**config.mk**
```make
export PLATFORM = sky130hd
export DESIGN_NAME = pipeline_controller_flat
export DESIGN_NICKNAME = d
export VERILOG_FILES = /design/src/rtl/pipeline_controller_if.sv /design/src/rtl/pipeline_controller.sv /design/src/flat_wrapper.sv
export SDC_FILE = /design/constraint.sdc
export NUM_CORES = 1
export LEC_CHECK = 0
export BUFFER_PORTS_ARGS = -buffer_cell sky130_fd_sc_hd__clkbuf_2
export CAP_MARGIN = 20
export CORE_MARGIN = 10
export CORE_UTILIZATION = 50
export DETAILED_ROUTE_END_ITERATION = 8
export PLACE_DENSITY = 0.91
export SLEW_MARGIN = 10
export SYNTH_ARGS = -nofsm -noshare
export SYNTH_HDL_FRONTEND = slang
export SYNTH_SLANG_ARGS = --single-unit
```
**constraint.sdc**
```tcl
create_clock -name clk -period 3.3 [get_ports clk]
set_clock_uncertainty 0.1 [all_clocks]
set_input_delay 0.99 -clock clk [delete_from_list [all_inputs] [get_ports clk]]
set_output_delay 0.99 -clock clk [all_outputs]
set_load 0.02 [all_outputs]
```
**src/rtl/pipeline_controller_if.sv**
```systemverilog
// Pipeline-control bundle between the datapath/hazard unit and the pipeline controller.
// Latency: none, plain wires.
// Backpressure: freeze_* and sram_ready carry stall/completion; no valid/ready pairs inside.
// Ports (signals):
//   hazard_Detected, branch_taken, mem_r_en, mem_w_en, sram_ready : datapath -> controller
//   sram_start, freeze_front, freeze_back, flush_if_id, flush_id_exe,
//   mem_timeout, stall_cycles[15:0]                                 : controller -> datapath
// Modports: master = datapath side, slave = controller side.
interface pipeline_controller_if;
    logic        hazard_Detected;
    logic        branch_taken;
    logic        mem_r_en;
    logic        mem_w_en;
    logic        sram_ready;
    logic        sram_start;
    logic        freeze_front;
    logic        freeze_back;
    logic        flush_if_id;
    logic        flush_id_exe;
    logic        mem_timeout;
    logic [15:0] stall_cycles;

    modport master (
        output hazard_Detected, branch_taken, mem_r_en, mem_w_en, sram_ready,
        input  sram_start, freeze_front, freeze_back, flush_if_id, flush_id_exe,
        input  mem_timeout, stall_cycles
    );

    modport slave (
        input  hazard_Detected, branch_taken, mem_r_en, mem_w_en, sram_ready,
        output sram_start, freeze_front, freeze_back, flush_if_id, flush_id_exe,
        output mem_timeout, stall_cycles
    );
endinterface

```
**src/rtl/pipeline_controller.sv**
```systemverilog
// Pipeline stall/flush controller: memory stalls, branch flushes, hazard bubbles, SRAM timeout.
// Latency: control outputs combinational from state+inputs; state/wcnt/mem_timeout/stats registered.
// Backpressure: holds the whole pipeline while an SRAM access is outstanding or after a timeout.
// Ports: clk (rising edge), rst (synchronous, active-low), bus (pipeline_controller_if.slave).
// Parameter TIMEOUT (1..255): MEM_WAIT cycles without sram_ready before entering ERROR.
// Optional feature macro PIPELINE_CONTROLLER_STATS_EN: enables the stall_cycles counter.
module pipeline_controller #(
    parameter int unsigned TIMEOUT = 63
) (
    input  logic                  clk,
    input  logic                  rst,
    pipeline_controller_if.slave  bus
);
    typedef enum logic [1:0] {
        RUN      = 2'd0,
        MEM_WAIT = 2'd1,
        ERROR    = 2'd2
    } state_t;

    localparam logic [7:0] WCNT_LAST = 8'(TIMEOUT - 1);

    state_t     state, state_nxt, state_eff;
    logic [7:0] wcnt, wcnt_nxt;
    logic       mem_timeout_q;
    logic       mem_req;
    logic       sram_start, freeze_front, freeze_back, flush_if_id, flush_id_exe;

    assign mem_req = bus.mem_r_en | bus.mem_w_en;

    // While reset is held the outputs behave as if already in RUN, so a
    // pending access is abandoned immediately rather than one cycle later.
    assign state_eff = rst ? state : RUN;

    always_comb begin
        sram_start   = 1'b0;
        freeze_front = 1'b0;
        freeze_back  = 1'b0;
        flush_if_id  = 1'b0;
        flush_id_exe = 1'b0;
        state_nxt    = state;
        wcnt_nxt     = wcnt;
        case (state_eff)
            RUN: begin
                // sram_ready is ignored here: every access waits at least one MEM_WAIT cycle.
                if (mem_req) begin
                    sram_start   = rst;
                    freeze_front = 1'b1;
                    freeze_back  = 1'b1;
                    state_nxt    = MEM_WAIT;
                    wcnt_nxt     = 8'd0;
                end else if (bus.branch_taken) begin
                    flush_if_id  = 1'b1;
                    flush_id_exe = 1'b1;
                end else if (bus.hazard_Detected) begin
                    freeze_front = 1'b1;
                    flush_id_exe = 1'b1;
                end
            end
            MEM_WAIT: begin
                // Branch/hazard are not acted on here; they are seen again once
                // the pipeline advances back in RUN.
                if (bus.sram_ready) begin
                    state_nxt = RUN;
                end else begin
                    freeze_front = 1'b1;
                    freeze_back  = 1'b1;
                    wcnt_nxt     = wcnt + 8'd1;
                    if (wcnt == WCNT_LAST) begin
                        state_nxt = ERROR;
                    end
                end
            end
            ERROR: begin
                freeze_front = 1'b1;
                freeze_back  = 1'b1;
            end
            default: begin
                state_nxt = RUN;
            end
        endcase
    end

    always_ff @(posedge clk) begin
        if (!rst) begin
            state         <= RUN;
            wcnt          <= 8'd0;
            mem_timeout_q <= 1'b0;
        end else begin
            state <= state_nxt;
            wcnt  <= wcnt_nxt;
            if (state_nxt == ERROR) begin
                mem_timeout_q <= 1'b1;
            end
        end
    end

    assign bus.sram_start   = sram_start;
    assign bus.freeze_front = freeze_front;
    assign bus.freeze_back  = freeze_back;
    assign bus.flush_if_id  = flush_if_id;
    assign bus.flush_id_exe = flush_id_exe;
    assign bus.mem_timeout  = mem_timeout_q;

`ifdef PIPELINE_CONTROLLER_STATS_EN
    logic [15:0] stall_q;

    // Counts cycles the front end is held, saturating rather than wrapping.
    always_ff @(posedge clk) begin
        if (!rst) begin
            stall_q <= 16'd0;
        end else if (freeze_front && (stall_q != 16'hFFFF)) begin
            stall_q <= stall_q + 16'd1;
        end
    end

    assign bus.stall_cycles = stall_q;
`else
    assign bus.stall_cycles = 16'd0;
`endif

endmodule

```
**src/flat_wrapper.sv**
```systemverilog
// flat-port wrapper written by rule: the top's interface ports become plain ports
module pipeline_controller_flat 
#(
    parameter int unsigned TIMEOUT = 63
)
  (clk, rst, bus_hazard_Detected, bus_branch_taken, bus_mem_r_en, bus_mem_w_en, bus_sram_ready, bus_sram_start, bus_freeze_front, bus_freeze_back, bus_flush_if_id, bus_flush_id_exe, bus_mem_timeout, bus_stall_cycles);
  pipeline_controller_if bus_i ();
  input  logic clk;
  input  logic rst;
  input wire logic [$bits(bus_i.hazard_Detected)-1:0] bus_hazard_Detected;
  input wire logic [$bits(bus_i.branch_taken)-1:0] bus_branch_taken;
  input wire logic [$bits(bus_i.mem_r_en)-1:0] bus_mem_r_en;
  input wire logic [$bits(bus_i.mem_w_en)-1:0] bus_mem_w_en;
  input wire logic [$bits(bus_i.sram_ready)-1:0] bus_sram_ready;
  output wire logic [$bits(bus_i.sram_start)-1:0] bus_sram_start;
  output wire logic [$bits(bus_i.freeze_front)-1:0] bus_freeze_front;
  output wire logic [$bits(bus_i.freeze_back)-1:0] bus_freeze_back;
  output wire logic [$bits(bus_i.flush_if_id)-1:0] bus_flush_if_id;
  output wire logic [$bits(bus_i.flush_id_exe)-1:0] bus_flush_id_exe;
  output wire logic [$bits(bus_i.mem_timeout)-1:0] bus_mem_timeout;
  output wire logic [$bits(bus_i.stall_cycles)-1:0] bus_stall_cycles;
  assign bus_i.hazard_Detected = bus_hazard_Detected;
  assign bus_i.branch_taken = bus_branch_taken;
  assign bus_i.mem_r_en = bus_mem_r_en;
  assign bus_i.mem_w_en = bus_mem_w_en;
  assign bus_i.sram_ready = bus_sram_ready;
  assign bus_sram_start = bus_i.sram_start;
  assign bus_freeze_front = bus_i.freeze_front;
  assign bus_freeze_back = bus_i.freeze_back;
  assign bus_flush_if_id = bus_i.flush_if_id;
  assign bus_flush_id_exe = bus_i.flush_id_exe;
  assign bus_mem_timeout = bus_i.mem_timeout;
  assign bus_stall_cycles = bus_i.stall_cycles;
  pipeline_controller #(.TIMEOUT(TIMEOUT)) u_core (.clk(clk), .rst(rst), .bus(bus_i));
endmodule
```
==> flow_summary.json, run 1 <==
{
  "status": "complete, no violations",
  "crit_start": "rst",
  "drc": 0,
  "final_util": 0.5685,
  "hold_violations": 0,
  "synth-seq-area-share": 0.3061,
  "ant_nets": 0,
  "place_inst": 113,
  "core_area_sq_um": 1334,
  "cts_tree": "yes",
  "crit_arrival_ps": 1890,
  "yosysWarnings": 0,
  "setup_tns_ps": 0,
  "clock-sinks": 11,
  "cts_resized": 0,
  "grt_max_degree": 14,
  "r2r_start": "u_core.state[0]",
  "synth_cell_types": 32,
  "endpoint_kind": "primary output",
  "track_usage": 0.09190,
  "drtIter0Drc": 26,
  "critical_path.endpoint": "bus_freeze_front",
  "wl_per_cell_um": 13.18,
  "final_cell_mix": "16 x conb_1, 12 x clkbuf_2, 11 x dfxtp_1",
  "cts_setup_buffers": 0,
  "mostFrequentLayoutCell": "conb_1",
  "synth_area_sq_um": 719.4,
  "ys.flop_type": "dfxtp_1",
  "io-pin-count": 29,
  "setup_viol": 0,
  "hp-start": "u_core.bus.mem_timeout",
  "min_path_type": "register to register",
  "synth-async-reset-ratio": 0,
  "antenna_cells": 0,
  "antenna_found_initial": 0,
  "wirelength_um": 1542,
  "die_h_um": 57.93,
  "vias": 639,
  "grt_pass1_wl_um": 2504,
  "die_width_um": 57.93,
  "drive_gt1_frac": 0.2059,
  "syn_area_per_cell_sq_um": 8.175,
  "cts_hold_buf": 0,
  "rsz0062_at_grt": "no",
  "dr.pass1.iters": 4,
  "clock_latency_ps": 270,
  "grt_pass1_vias": 567,
  "synthCells": 88,
  "fill_cells": 134,
  "dieArea_sq_um": 3356,
  "cts_root_buffer": "clkbuf_4",
  "critical_path_class": "input pin to primary output",
  "ff2ff_setup_slack_ps": 1610,
  "setup_slack_ps": 319.7,
  "htree_num_levels": 1,
  "fin_crit_sh": 0.9031,
  "finish.instance_area_sq_um": 758.2,
  "grt_overflow": 0,
  "gp_congestion": 0.8904,
  "hold-worst-slack_ps": 359.5,
  "nNetsFinal": 112,
  "r2r_end": "u_core.wcnt[6]",
  "synth-seq-cells": 11,
  "cts_buffers": 3,
  "dp_hpwl_um": 1222,
  "cp-start-kind": "input pin",
  "timing.fmax_ghz": 0.3355,
  "clk_pin_slew_ps": 60,
  "dp_slack_ps": 332.9,
  "postPlaceCellArea_sq_um": 730.7,
  "fp-row-count": 13,
  "drv_cap": 0,
  "synth_edf_count": 0,
  "clockBufferDepth": 2,
  "finalMaxSlewViolations": 0,
  "cp_max_fo": 13,
  "crit_required_ps": 2210,
  "initial_utilization": 0.5394,
  "power_density_nw_per_um2": 371.7,
  "leakagePower_nw": 0.3400,
  "areaGrowthSynthToFinish_pct": 5.391,
  "fin_crit_ps": 2980,
  "final_cells": 117,
  "worstRegToRegCells": 5,
  "io_buffers": 12,
  "via_per_inst": 5.462,
  "p_total_uw": 281.8,
  "vdd_ir_drop_max_mv": 0.2786
}
-- synth_stat cells, drive strengths merged, types with 2 or more instances --
cell type	count	area share
and3	3	0.026
nand2	3	0.016
nand3	3	0.021
inv	2	0.010
ha	2	0.035
o21ai	8	0.056
dfxtp	11	0.31
buf	17	0.18
nand4	2	0.017
a21oi	8	0.061
or3	3	0.026
nor2b	2	0.017
nor2	6	0.031
nand3b	2	0.021
-- power breakdown --
group / internal [mW] / switching [mW] / leakage [nW]
Sequential: 0.134 / 0.00256 / 0.0890
Combinational: 0.0146 / 0.0390 / 0.233
Clock: 0.0450 / 0.0465 / 0.0177
Total: 0.194 / 0.0881 / 0.340
-- cells by family after synthesis --
kind of cell,after synthesis,share of synthesized area
adders and majority gates,2,0.03478
DFF,11,0.3061
and+or+nand+nor,31,0.2696
AOI/OAI and AO/OA,23,0.1913
other,1,0.005212
buffers and inverters,20,0.1930
-- area by class of cell --
cell class,count,area [sq um],area share
multi-input combinational,72,416.7,0.5495
sequential,11,220.2,0.2904
timing repair buffer,13,67.56,0.08911
clock buffer,3,22.52,0.02970
tap,15,18.77,0.02475
inverter,2,7.507,0.009901
clock inverter,1,5.005,0.006601
-- state kept, by name (all words and copies together) (netlist names) --
register                flops
u_core.state                2
u_core.wcnt                 8
u_core.bus.mem_timeout      1
-- critical path: stages --
cell,delay [ps]
clkbuf_2,170
and4bb_2,310
a21oi_2,160
nand3_1,100
clkbuf_2,160
-- how the worst min path moves through the flow --
stage / cells past startpoint / end / slack, ps
finish: 1 / u_core.bus.mem_timeout / 360
global route: 1 / u_core.bus.mem_timeout / 400
CTS: 1 / u_core.bus.mem_timeout / 360
detailed placement: 1 / u_core.bus.mem_timeout / 350
global placement: 1 / u_core.bus.mem_timeout / 340
floorplan: 1 / u_core.wcnt[3] / 360
-- routing by layer --
layer  routed length [um]  vias up  share of wire  track usage
li1                     -      314              -            -
met1                  602      287           0.39      0.09594
met2                  729       31           0.47       0.1396
met3                  180        7           0.12      0.06536
met4                   29        0          0.019      0.03691
met5                    0        -              0            0
(Power assumes the default switching activity.)
==> run 2, diff against run 1 <==
- clock period: 3.3 -> 3.85 ns (I/O delays scaled with it)
==> run 2 against run 1 <==
Against the previous run: worst setup slack improved by 240 ps; wire length increased by 3.6%; power shrank 14%; final area decreased by 0.16%; count of clock-buffer cells in the layout is 1 higher; register-to-register slack gained 580 ps; sequential power shrank 15%; worst hold slack improved by 5.2 ps; highest routed layer unchanged.
==> flow_summary.json, run 2 (same netlist as run 1, synthesis figures left out) <==
{
  "rsz0062_at_grt": "no",
  "hold_violations": 0,
  "track_usage": 0.09628,
  "cts_buffers": 3,
  "dp_slack_ps": 556.0,
  "via_per_inst": 5.385,
  "htree_num_levels": 1,
  "leakagePower_nw": 0.3372,
  "cts_resized": 0,
  "io_buffers": 12,
  "dieArea_sq_um": 3356,
  "drc": 0,
  "hold-worst-slack_ps": 364.8,
  "crit_chain": "clkbuf_2 -> and4bb_2 -> a21oi_2 -> nand3_1 -> clkbuf_2",
  "drive_gt1_frac": 0.1961,
  "regArea_sq_um": 220.2,
  "core_area_sq_um": 1334,
  "antenna_found_initial": 0,
  "final_util": 0.5675,
  "hold_path_depth": 1,
  "worstRegToRegCells": 5,
  "mostFrequentLayoutCell": "conb_1",
  "cp.depth": 5,
  "ant_nets": 0,
  "cts_tree": "yes",
  "crit_required_ps": 2590,
  "final_cell_mix": "16 x conb_1, 12 x clkbuf_2, 11 x dfxtp_1",
  "critical_path.top_delay_family": "simple AND/OR/NAND/NOR gates",
  "wirelength_um": 1598,
  "clk_pin_slew_ps": 60,
  "crit_path_top_delay_cell": "and4bb_2",
  "status": "complete, no violations",
  "cts_setup_buffers": 0,
  "finalMaxSlewViolations": 0,
  "min_path_type": "register to register",
  "multiInputGateArea_sq_um": 416.7,
  "setup_tns_ps": 0,
  "wl_met2_um": 764,
  "drv_cap": 0,
  "final_cells": 117,
  "nNetsFinal": 112,
  "timing.fmax_ghz": 0.3040,
  "dp_hpwl_um": 1276,
  "fin_crit_ps": 3290,
  "cts_root_buffer": "clkbuf_4",
  "wl_per_cell_um": 13.66,
  "gp_congestion": 0.9272,
  "crit_buf_inv": 2,
  "cp-start-kind": "input pin",
  "largest_reg_flops": 8,
  "setup_viol": 0,
  "clock_latency_ps": 280,
  "setup_slack_ps": 560.2,
  "routedLengthMet1_um": 614,
  "drtIter0Drc": 18,
  "grt_overflow": 0,
  "cts_hold_buf": 0,
  "critical_path_class": "input pin to primary output",
  "die_h_um": 57.93,
  "crit_arrival_ps": 2030,
  "fin_crit_sh": 0.8545,
  "die_width_um": 57.93,
  "grt_max_degree": 14,
  "endpoint_kind": "primary output",
  "grt_pass1_wl_um": 2601,
  "place_inst": 113,
  "cpMostUsedCell": "clkbuf_2",
  "vdd_ir_drop_max_mv": 0.2513,
  "max_stage_delay_ps": 310,
  "cp_max_fo": 13,
  "clockBufferDepth": 2,
  "clock-sinks": 11,
  "fill_cells": 131,
  "wl_met3_um": 175,
  "io-pin-count": 29,
  "initial_utilization": 0.5394,
  "vias": 630,
  "grt_pass1_vias": 577,
  "top_register": "u_core.wcnt",
  "fp-row-count": 13,
  "antenna_cells": 0,
  "power_density_nw_per_um2": 319.9,
  "areaGrowthSynthToFinish_pct": 5.217,
  "highest_layer": "met4",
  "dr.pass1.iters": 4
}
==> run 2: changes by cell type in the layout (fill, tap and decap cells not counted) <==
| cell | before | now |
|---|---|---|
| clkbuf_1 | 0 | 1 |
| clkinv_2 | 1 | 0 |
==> run 2: worst reg2reg max path: cells and delay by family (launching register included) <==
kind	cells	cell delay [ps]
compound gates	3	620
flops	1	350
simple gates	1	350
buf+inv	1	190
==> run 2: final cells by class <==
cell class                 count  share of cell area
tap                           15             0.02479
clock buffer                   4             0.03471
sequential                    11              0.2909
inverter                       2            0.009917
multi-input combinational     72              0.5504
timing repair buffer          13             0.08926
==> run 2: final timing paths <==
path / slack, ps / endpoint / startpoint
setup reg to reg: 2190 / u_core.wcnt[7] / u_core.state[0]
hold reg to reg: 360 / u_core.bus.mem_timeout / u_core.bus.mem_timeout
setup / recovery: 560 / bus_freeze_front / rst
hold / removal: 360 / u_core.bus.mem_timeout / u_core.bus.mem_timeout
==> run 2: where the power goes <==
group	switching (mW)	internal, mW	total (mW)
clock network	0.0391	0.0402	0.0793
logic	0.0334	0.0125	0.0459
registers	0.00199	0.115	0.117
total	0.0745	0.168	0.242
==> run 2: routing by layer <==
metal | global-route usage | vias to the layer above
met5 | 0 | -
met4 | 0.04362 | 0
met3 | 0.07407 | 7
met2 | 0.1442 | 24
met1 | 0.09717 | 282
li1 | - | 317
==> run 2: stage by stage <==
stage | instance area, sq um | power [mW]
after global routing | 757.0 | 0.2540
after floorplan | 775.7 | 0.1662
after detailed placement | 730.7 | 0.1648
final | 757.0 | 0.2422
after global placement | 730.7 | 0.1636
after CTS | 757.0 | 0.2436
